==> config.mk <==
export PLATFORM = sky130hd
export DESIGN_NAME = i2s_tx_flat
export DESIGN_NICKNAME = d
export VERILOG_FILES = /design/src/rtl/i2s_tx_if.sv /design/src/rtl/i2s_tx.sv /design/src/flat_wrapper.sv
export SDC_FILE = /design/constraint.sdc
export NUM_CORES = 1
export LEC_CHECK = 0
export BUFFER_PORTS_ARGS = -buffer_cell sky130_fd_sc_hd__buf_4
export CORE_MARGIN = 4
export CORE_UTILIZATION = 54
export DETAILED_ROUTE_END_ITERATION = 16
export PLACE_DENSITY = 0.8
export SLEW_MARGIN = 20
export SYNTH_ARGS = -nofsm -noshare
export SYNTH_HDL_FRONTEND = slang
export SYNTH_SLANG_ARGS = --single-unit
==> constraint.sdc <==
create_clock -name clk -period 1.9 [get_ports clk]
set_input_delay 0.57 -clock clk [delete_from_list [all_inputs] [get_ports clk]]
set_output_delay 0.57 -clock clk [all_outputs]
set_load 0.03 [all_outputs]
==> src/rtl/i2s_tx_if.sv <==
// i2s_tx_if: sample handshake between the volume stage and the I2S transmitter
interface i2s_tx_if;
  logic [15:0] lft_in;
  logic [15:0] rht_in;
  logic        vld;
  logic        rdy;
  modport master (output lft_in, rht_in, vld, input rdy);
  modport slave  (input lft_in, rht_in, vld, output rdy);
endinterface

==> src/rtl/i2s_tx.sv <==
// i2s_tx: CS4272 I2S transmitter with codec clock/reset generation and a one-deep sample buffer
module i2s_tx #(
  parameter int RST_FRAMES = 4,
  parameter int UNDRN_W    = 8
) (
  input  logic               clk,
  input  logic               rst_n,
  i2s_tx_if.slave            bus,
  output logic               MCLK,
  output logic               SCLK,
  output logic               LRCLK,
  output logic               RSTn,
  output logic               SDin,
  output logic [UNDRN_W-1:0] undrn_cnt
);
  localparam int FW = $clog2(RST_FRAMES + 1);
  typedef enum logic {RST_HOLD, RUN} state_t;
  state_t state, state_nxt;
  logic [9:0] clk_cnt;
  logic [FW-1:0] frm_cnt;
  logic [15:0] hold_l, hold_r, last_l, last_r, sh_l, sh_r;
  logic hold_full, load, bit_end, acc, lslot, rslot;
  logic [5:0] nb;
  assign MCLK    = clk_cnt[1];
  assign SCLK    = clk_cnt[3];
  assign LRCLK   = clk_cnt[9];
  assign load    = clk_cnt == 10'd1023;
  assign bit_end = clk_cnt[3:0] == 4'hf;
  assign nb      = clk_cnt[9:4] + 6'd1;
  assign lslot   = nb >= 6'd1 && nb <= 6'd24;
  assign rslot   = nb >= 6'd33 && nb <= 6'd56;
  assign acc     = bus.vld & bus.rdy;
  always_comb begin
    state_nxt = (state == RST_HOLD && load && frm_cnt == FW'(RST_FRAMES - 1)) ? RUN : state;
    RSTn      = state == RUN;
    bus.rdy   = state == RUN && !hold_full;
  end
  // SDin is set one clk before each slot starts so it toggles with SCLK falling;
  // shifting zeros in behind the 16-bit sample yields the 8-bit zero pad.
  always_ff @(posedge clk or negedge rst_n) begin
    if (!rst_n) begin
      state     <= RST_HOLD;
      clk_cnt   <= '0;
      frm_cnt   <= '0;
      SDin      <= 1'b0;
      undrn_cnt <= '0;
      hold_full <= 1'b0;
      hold_l    <= '0;
      hold_r    <= '0;
      last_l    <= '0;
      last_r    <= '0;
      sh_l      <= '0;
      sh_r      <= '0;
    end else begin
      state   <= state_nxt;
      clk_cnt <= clk_cnt + 10'd1;
      if (state == RST_HOLD && load) frm_cnt <= frm_cnt + FW'(1);
      if (acc && !load) begin
        hold_l    <= bus.lft_in;
        hold_r    <= bus.rht_in;
        hold_full <= 1'b1;
      end
      if (bit_end) begin
        SDin <= (lslot & sh_l[15]) | (rslot & sh_r[15]);
        if (lslot) sh_l <= sh_l << 1;
        if (rslot) sh_r <= sh_r << 1;
      end
      if (load) begin
        if (state == RST_HOLD) begin
          {sh_l, sh_r, last_l, last_r} <= '0;
        end else if (hold_full) begin
          {sh_l, sh_r, last_l, last_r} <= {hold_l, hold_r, hold_l, hold_r};
          hold_full <= 1'b0;
        end else if (acc) begin
          {sh_l, sh_r, last_l, last_r} <= {bus.lft_in, bus.rht_in, bus.lft_in, bus.rht_in};
        end else begin
          {sh_l, sh_r} <= {last_l, last_r};
          undrn_cnt    <= undrn_cnt + {{(UNDRN_W-1){1'b0}}, ~&undrn_cnt};
        end
      end
    end
  end
endmodule

==> src/flat_wrapper.sv <==
// flat-port wrapper written by rule: the top's interface ports become plain ports
module i2s_tx_flat 
#(
  parameter int RST_FRAMES = 4,
  parameter int UNDRN_W    = 8
)
  (clk, rst_n, MCLK, SCLK, LRCLK, RSTn, SDin, undrn_cnt, bus_lft_in, bus_rht_in, bus_vld, bus_rdy);
  i2s_tx_if bus_i ();
  input  logic clk;
  input  logic rst_n;
  output logic MCLK;
  output logic SCLK;
  output logic LRCLK;
  output logic RSTn;
  output logic SDin;
  output logic [UNDRN_W-1:0] undrn_cnt;
  input wire logic [$bits(bus_i.lft_in)-1:0] bus_lft_in;
  input wire logic [$bits(bus_i.rht_in)-1:0] bus_rht_in;
  input wire logic [$bits(bus_i.vld)-1:0] bus_vld;
  output wire logic [$bits(bus_i.rdy)-1:0] bus_rdy;
  assign bus_i.lft_in = bus_lft_in;
  assign bus_i.rht_in = bus_rht_in;
  assign bus_i.vld = bus_vld;
  assign bus_rdy = bus_i.rdy;
  i2s_tx #(.RST_FRAMES(RST_FRAMES), .UNDRN_W(UNDRN_W)) u_core (.clk(clk), .rst_n(rst_n), .bus(bus_i), .MCLK(MCLK), .SCLK(SCLK), .LRCLK(LRCLK), .RSTn(RSTn), .SDin(SDin), .undrn_cnt(undrn_cnt));
endmodule
# Word-level counts from Yosys, hierarchy flattened
# Cells that the tools add are included.
[classes]
n_addsub = 4
order_cmp = 4
eq_ne = 3
mux = 16
n_bitwise = 7
n_reduce_logical = 16
[ops]
columns = ["operator", "n"]
rows = [
  ["$mux 16", 12],
  ["$add 10x1->10 const B", 1],
  ["$eq 10x10->1 const B", 1],
  ["$add 8x1->8", 1],
  ["$reduce_and 8->1", 1],
  ["$add 6x1->6 const B", 1],
  ["$ge 6x1->1 const B", 1],
  ["$ge 6x6->1 const B", 1],
  ["$le 6x5->1 const B", 1],
  ["$le 6x6->1 const B", 1],
  ["$logic_and 1x1->1", 6],
  ["$reduce_bool 2->1", 3],
  ["$eq 4x4->1 const B", 1],
  ["$mux 1", 4],
  ["$reduce_and 2->1", 2],
  ["$reduce_and 4->1", 1],
  ["$add 3x1->3 const B", 1],
  ["$and 1x1->1", 3],
  ["$eq 3x2->1 const B", 1],
  ["$logic_not 1->1", 3],
  ["$not 1->1", 3],
  ["$or 1x1->1", 1],
]
[totals]
ff_bits = 120
inputBits = 35

# Longest topological paths before layout
[depth]
word_depth = 8
mapped_depth = 8
depth_no_buf = 8

# Worst setup path before layout
# Ideal clock, no wire load.
[synth_timing]
path_type = "register to register"
startpoint = "register u_core.clk_cnt[1]"
endpoint = "register u_core.frm_cnt[1]"
setup_ns = 0.125
t_arrival_ns = 2.039
required_ns = 1.775
path_slack_ns = -0.263
path_stages_with_launch = 7
n_path_buf = 1
period_less_slack_ns = 2.163
cell_sequence = "dfrtp_1 -> ha_1 -> nand3_2 -> or3_4 -> buf_6 -> nor2_2 -> mux2_2"
[synth_between]
elab_chain_len = 2
[synth_rtl]
columns = ["element", "line_no", "source"]
rows = [
  ["from (decl)", "i2s_tx.sv:19", "logic [9:0] clk_cnt;"],
  ["from (signal assigned)", "i2s_tx.sv:56", "clk_cnt <= clk_cnt + 10'd1;"],
  ["$eq 10x10->1", "i2s_tx.sv:27", "assign load = clk_cnt == 10'd1023;"],
  ["$logic_and 1x1->1", "i2s_tx.sv:57", "if (state == RST_HOLD && load) frm_cnt <= frm_cnt + FW'(1);"],
  ["to (signal assigned)", "i2s_tx.sv:57", ""],
  ["to (decl)", "i2s_tx.sv:20", "logic [FW-1:0] frm_cnt;"],
]
# No other way between the ends.
# A chain may end at the register's enable or synchronous reset.

# Final worst setup path
[layout_timing]
startpoint = "register u_core.clk_cnt[4]"
endpoint = "register u_core.sh_l[5]"
[layout_between]
elab_chain_len = 5
word_cells_on_any_way = 9
classes_between = "1 x add/sub; 2 x order compare; 1 x eq/ne; 1 x mux; 4 x reduce/logical"
[layout_rtl]
columns = ["element", "line_no", "source"]
rows = [
  ["$add 6x1->6", "i2s_tx.sv:29", "assign nb = clk_cnt[9:4] + 6'd1;"],
  ["$ge 6x1->1 or $le 6x5->1 (tied branches)", "i2s_tx.sv:30", "assign lslot = nb >= 6'd1 && nb <= 6'd24;"],
  ["$logic_and 1x1->1", "i2s_tx.sv:30", ""],
  ["$reduce_bool 2->1 (no line)", "--", ""],
  ["$reduce_and 2->1 (no line)", "--", ""],
  ["to (signal assigned)", "i2s_tx.sv:65", "if (lslot) sh_l <= sh_l << 1;"],
  ["to (signal assigned)", "i2s_tx.sv:72", "{sh_l, sh_r, last_l, last_r} <= {hold_l, hold_r, hold_l, hold_r};"],
  ["to (signal assigned)", "i2s_tx.sv:75", "{sh_l, sh_r, last_l, last_r} <= {bus.lft_in, bus.rht_in, bus.lft_in, bus.rht_in};"],
  ["to (decl)", "i2s_tx.sv:21", "logic [15:0] hold_l, hold_r, last_l, last_r, sh_l, sh_r;"],
]
# Several ways; a longest one is shown, not always the timed one.

==> qor.yml <==
placed_design:
  io_buffers: 48
  dp_hpwl_um: 9080
  placedCellCount: 756
  gp_congestion: 0.864
  pre_cts_ws_ns: -0.347
synth:
  synth_seq_cells: 120
  synth-async-reset-ratio: 1.00
  ys_warn_count: 0
  synth-edff-count: 0
  ys_types: 52
  synth.largest_area_cell: "dfrtp_1"
  ys_seq_area_frac: 0.503
  syn_nets: 598
  avgSynthCellArea_um2: 10.8
  syn_inst: 555
  yosysTopAreaCellShare: 0.503
  synthesis.area_mm2: 0.00597
  synth_area_leaders: "dfrtp_1, mux2_2, mux2i_1, o21ai_0, nand2_1"
  synth_ff_type: "dfrtp_1"
grt:
  grt_usage: 0.237
  grt_max_degree: 40
  antenna_found_initial: 0
  grt_overflow: 0
  grt_pass1_vias: 4925
  grt_pass1_wl_um: 24200
critical_path:
  critPathMaxFanout: 8
  start_kind: "register"
  critPathArrivalTime_ns: 2.47
  critPathLaunch: "u_core.clk_cnt[4]"
  rrSetupSlack_ns: -0.12
  reg2reg_from: "u_core.clk_cnt[4]"
  crit_required_ns: 2.35
  reg2reg_to: "u_core.sh_l[5]"
  worstSetupPathType: "register to register"
  critPathCaptureType: "register"
  crit_end: "u_core.sh_l[5]"
  rr_worst_depth: 8
sta:
  fmax_ghz: 0.495
  rsz0062_at_grt: "true"
  worst_slack_ns: -0.120
  slew_viol_final: 0
  worst_pin_slew_ns: 0.374
  slew_headroom: 0.749
  final-setup-viol-count: 65
  hold_violations: 0
  finClkSkew_ns: 0.0159
  fin_crit_sh: 1.06
  period_needed_ns: 2.02
power_and_ir_drop:
  p_leak_nw: 3.86
  power_density_mw_per_mm2: 738
  peakVddDrop_v: 0.000644
routing:
  wl_per_cell_um: 18.9
  avgViaCountPerCell: 6.08
  vias: 4921
  wl_um: 15300
  drc: 0
  dr.pass1.iters: 5
  drtIter0Drc: 447
  drtAntennaViolNets: 0
floorplan:
  die_area_mm2: 0.0128
  rows: 38
  fp.dieH_um: 113
  initial_core_util: 0.551
  die_x_um: 113
  core_mm2: 0.0108
  io_pins: 49
hold_path:
  min_path_type: "input port to register"
  min_from: "bus_lft_in[15]"
run_status:
  violations: "setup timing"
  status: "complete, but fails checks"
cts:
  clk_latency_ns: 0.54
  clockBufferDepth: 2
  clk_pin_slew_worst_paths_ns: 0.07
  cts_max_level: 4
  cts_buffers: 17
  cts.sinks: 120
  clockRootBuffer: "clkbuf_8"
  cts_tree: "built"
finish:
  drive_gt1_frac: 0.370
  final_nets: 700
  n_antenna_cell: 0
  stdcell_count: 810
  fillers: 700
  syn2layout_area_growth_pct: 34.4
flow_run:
  maxCapViolCount: 0
-- layout by cell type (no fill, tap or decap), types with 5 or more instances in the layout --
cell type / instances
and3_1: 18
a21o_1: 19
a311o_1: 14
mux2i_1: 33
a22oi_2: 6
a31oi_1: 17
a22oi_1: 11
mux2_2: 33
buf_4: 96
clkbuf_16: 17
xor2_1: 7
inv_6: 5
dfrtp_1: 110
buf_6: 8
inv_1: 6
nor3_1: 8
a31oi_4: 5
buf_12: 14
xnor2_1: 7
ha_1: 6
nand2_1: 78
dfrtp_2: 10
o21ai_0: 60
-- per-layer routing --
layer | wire [µm] | track usage
met2 | 7890 | 0.398
met1 | 6260 | 0.300
met3 | 836 | 0.0556
met4 | 320 | 0.0849
met5 | 0 | 0
-- cells in the mapped netlist, drive strengths merged (3+ instances only) --
cell    count
dfrtp     120
a22oi      17
ha          8
o21ai      67
and3       19
a21oi       3
xnor2       9
nand3      10
inv         6
xor2        7
mux2       35
clkbuf     16
mux2i      33
nor3       13
nor2        6
nand4       4
or3         3
a21o       19
a31oi      23
nand2      82
buf        23
a311o      14
-- critical path: stages (launching register included) --
cell and delay, ns:
dfrtp_2 0.45, ha_4 0.20, and3_4 0.19, a22o_4 0.24, buf_6 0.13, o21ai_4 0.25
buf_16 0.16, a31oi_1 0.10, a22oi_1 0.22
-- through the flow --
step | hold slack [ns] | cell area, µm² | power [mW] | TNS (ns) | util
2_1_floorplan | 0.274 | 6020 | 2.66 | -0.0507 | -
3_3_place_gp | 0.460 | 6890 | 2.79 | -6.65 | 0.635
3_5_place_dp | 0.465 | 6890 | 2.80 | -9.69 | 0.635
4_1_cts | 0.256 | 7700 | 5.97 | -1.60 | 0.711
5_1_grt | 0.264 | 8030 | 6.11 | -7.80 | 0.741
6_report | 0.271 | 8030 | 5.92 | -3.00 | 0.741
-- state kept, by name, summed over array words and instances (netlist names) --
signal            flops
u_core.clk_cnt       10
u_core.last_l        16
u_core.hold_l        16
u_core.SDin           1
u_core.last_r        16
u_core.hold_r        16
u_core.RSTn           1
u_core.frm_cnt        3
u_core.undrn_cnt      8
u_core.sh_l          16
u_core.hold_full      1
u_core.sh_r          16
-- report_power, final --
part / internal [mW] / switching, mW / leakage [nW]
Combinational: 0.0910 / 0.108 / 2.11
Sequential: 2.56 / 0 / 1.49
Clock: 1.89 / 1.28 / 0.272
Total: 4.54 / 1.39 / 3.86
-- area by class of cell --
| class | count | area, µm² | share of cell area |
|---|---|---|---|
| clock buffer | 17 | 414 | 0.0516 |
| clock inverter | 15 | 169 | 0.0210 |
| inverter | 6 | 22.5 | 0.00281 |
| multi-input combinational | 390 | 3050 | 0.380 |
| sequential | 120 | 3020 | 0.376 |
| tap | 140 | 175 | 0.0218 |
| timing repair buffer | 122 | 1180 | 0.147 |
-- cells by family after synthesis --
group                    count (synthesis)  share of synthesized area
AO/OA/AOI/OAI                          155                      0.176
XOR/XNOR                                16                     0.0235
adder cells (fa/ha/maj)                  8                     0.0168
buffers and inverters                   45                     0.0377
flip-flops                             120                      0.503
multiplexers                            68                      0.121
AND/OR/NAND/NOR                        143                      0.122
-- timing repair --
| item | in CTS | in global routing |
|---|---|---|
| hold buffers | 1 | 0 |
| resized for setup | 30 | 36 |
| setup buffers | 10 | 9 |
| hold endpoints to repair | 18 | 0 |
| setup endpoints to repair | 70 | 78 |
| pin swaps | 28 | 29 |
| cloned | 1 | 1 |
-- worst min path at each step --
stage / endpoint / slack, ns / cells after the start
after floorplan: u_core.RSTn / 0.27 / 0
after global placement: u_core.last_r[11] / 0.46 / 1
after detailed placement: u_core.last_r[9] / 0.47 / 1
after CTS: u_core.hold_l[15] / 0.26 / 2
after global routing: u_core.hold_r[1] / 0.26 / 2
final: u_core.hold_l[15] / 0.27 / 2
Power figures use the tool's default switching activity.
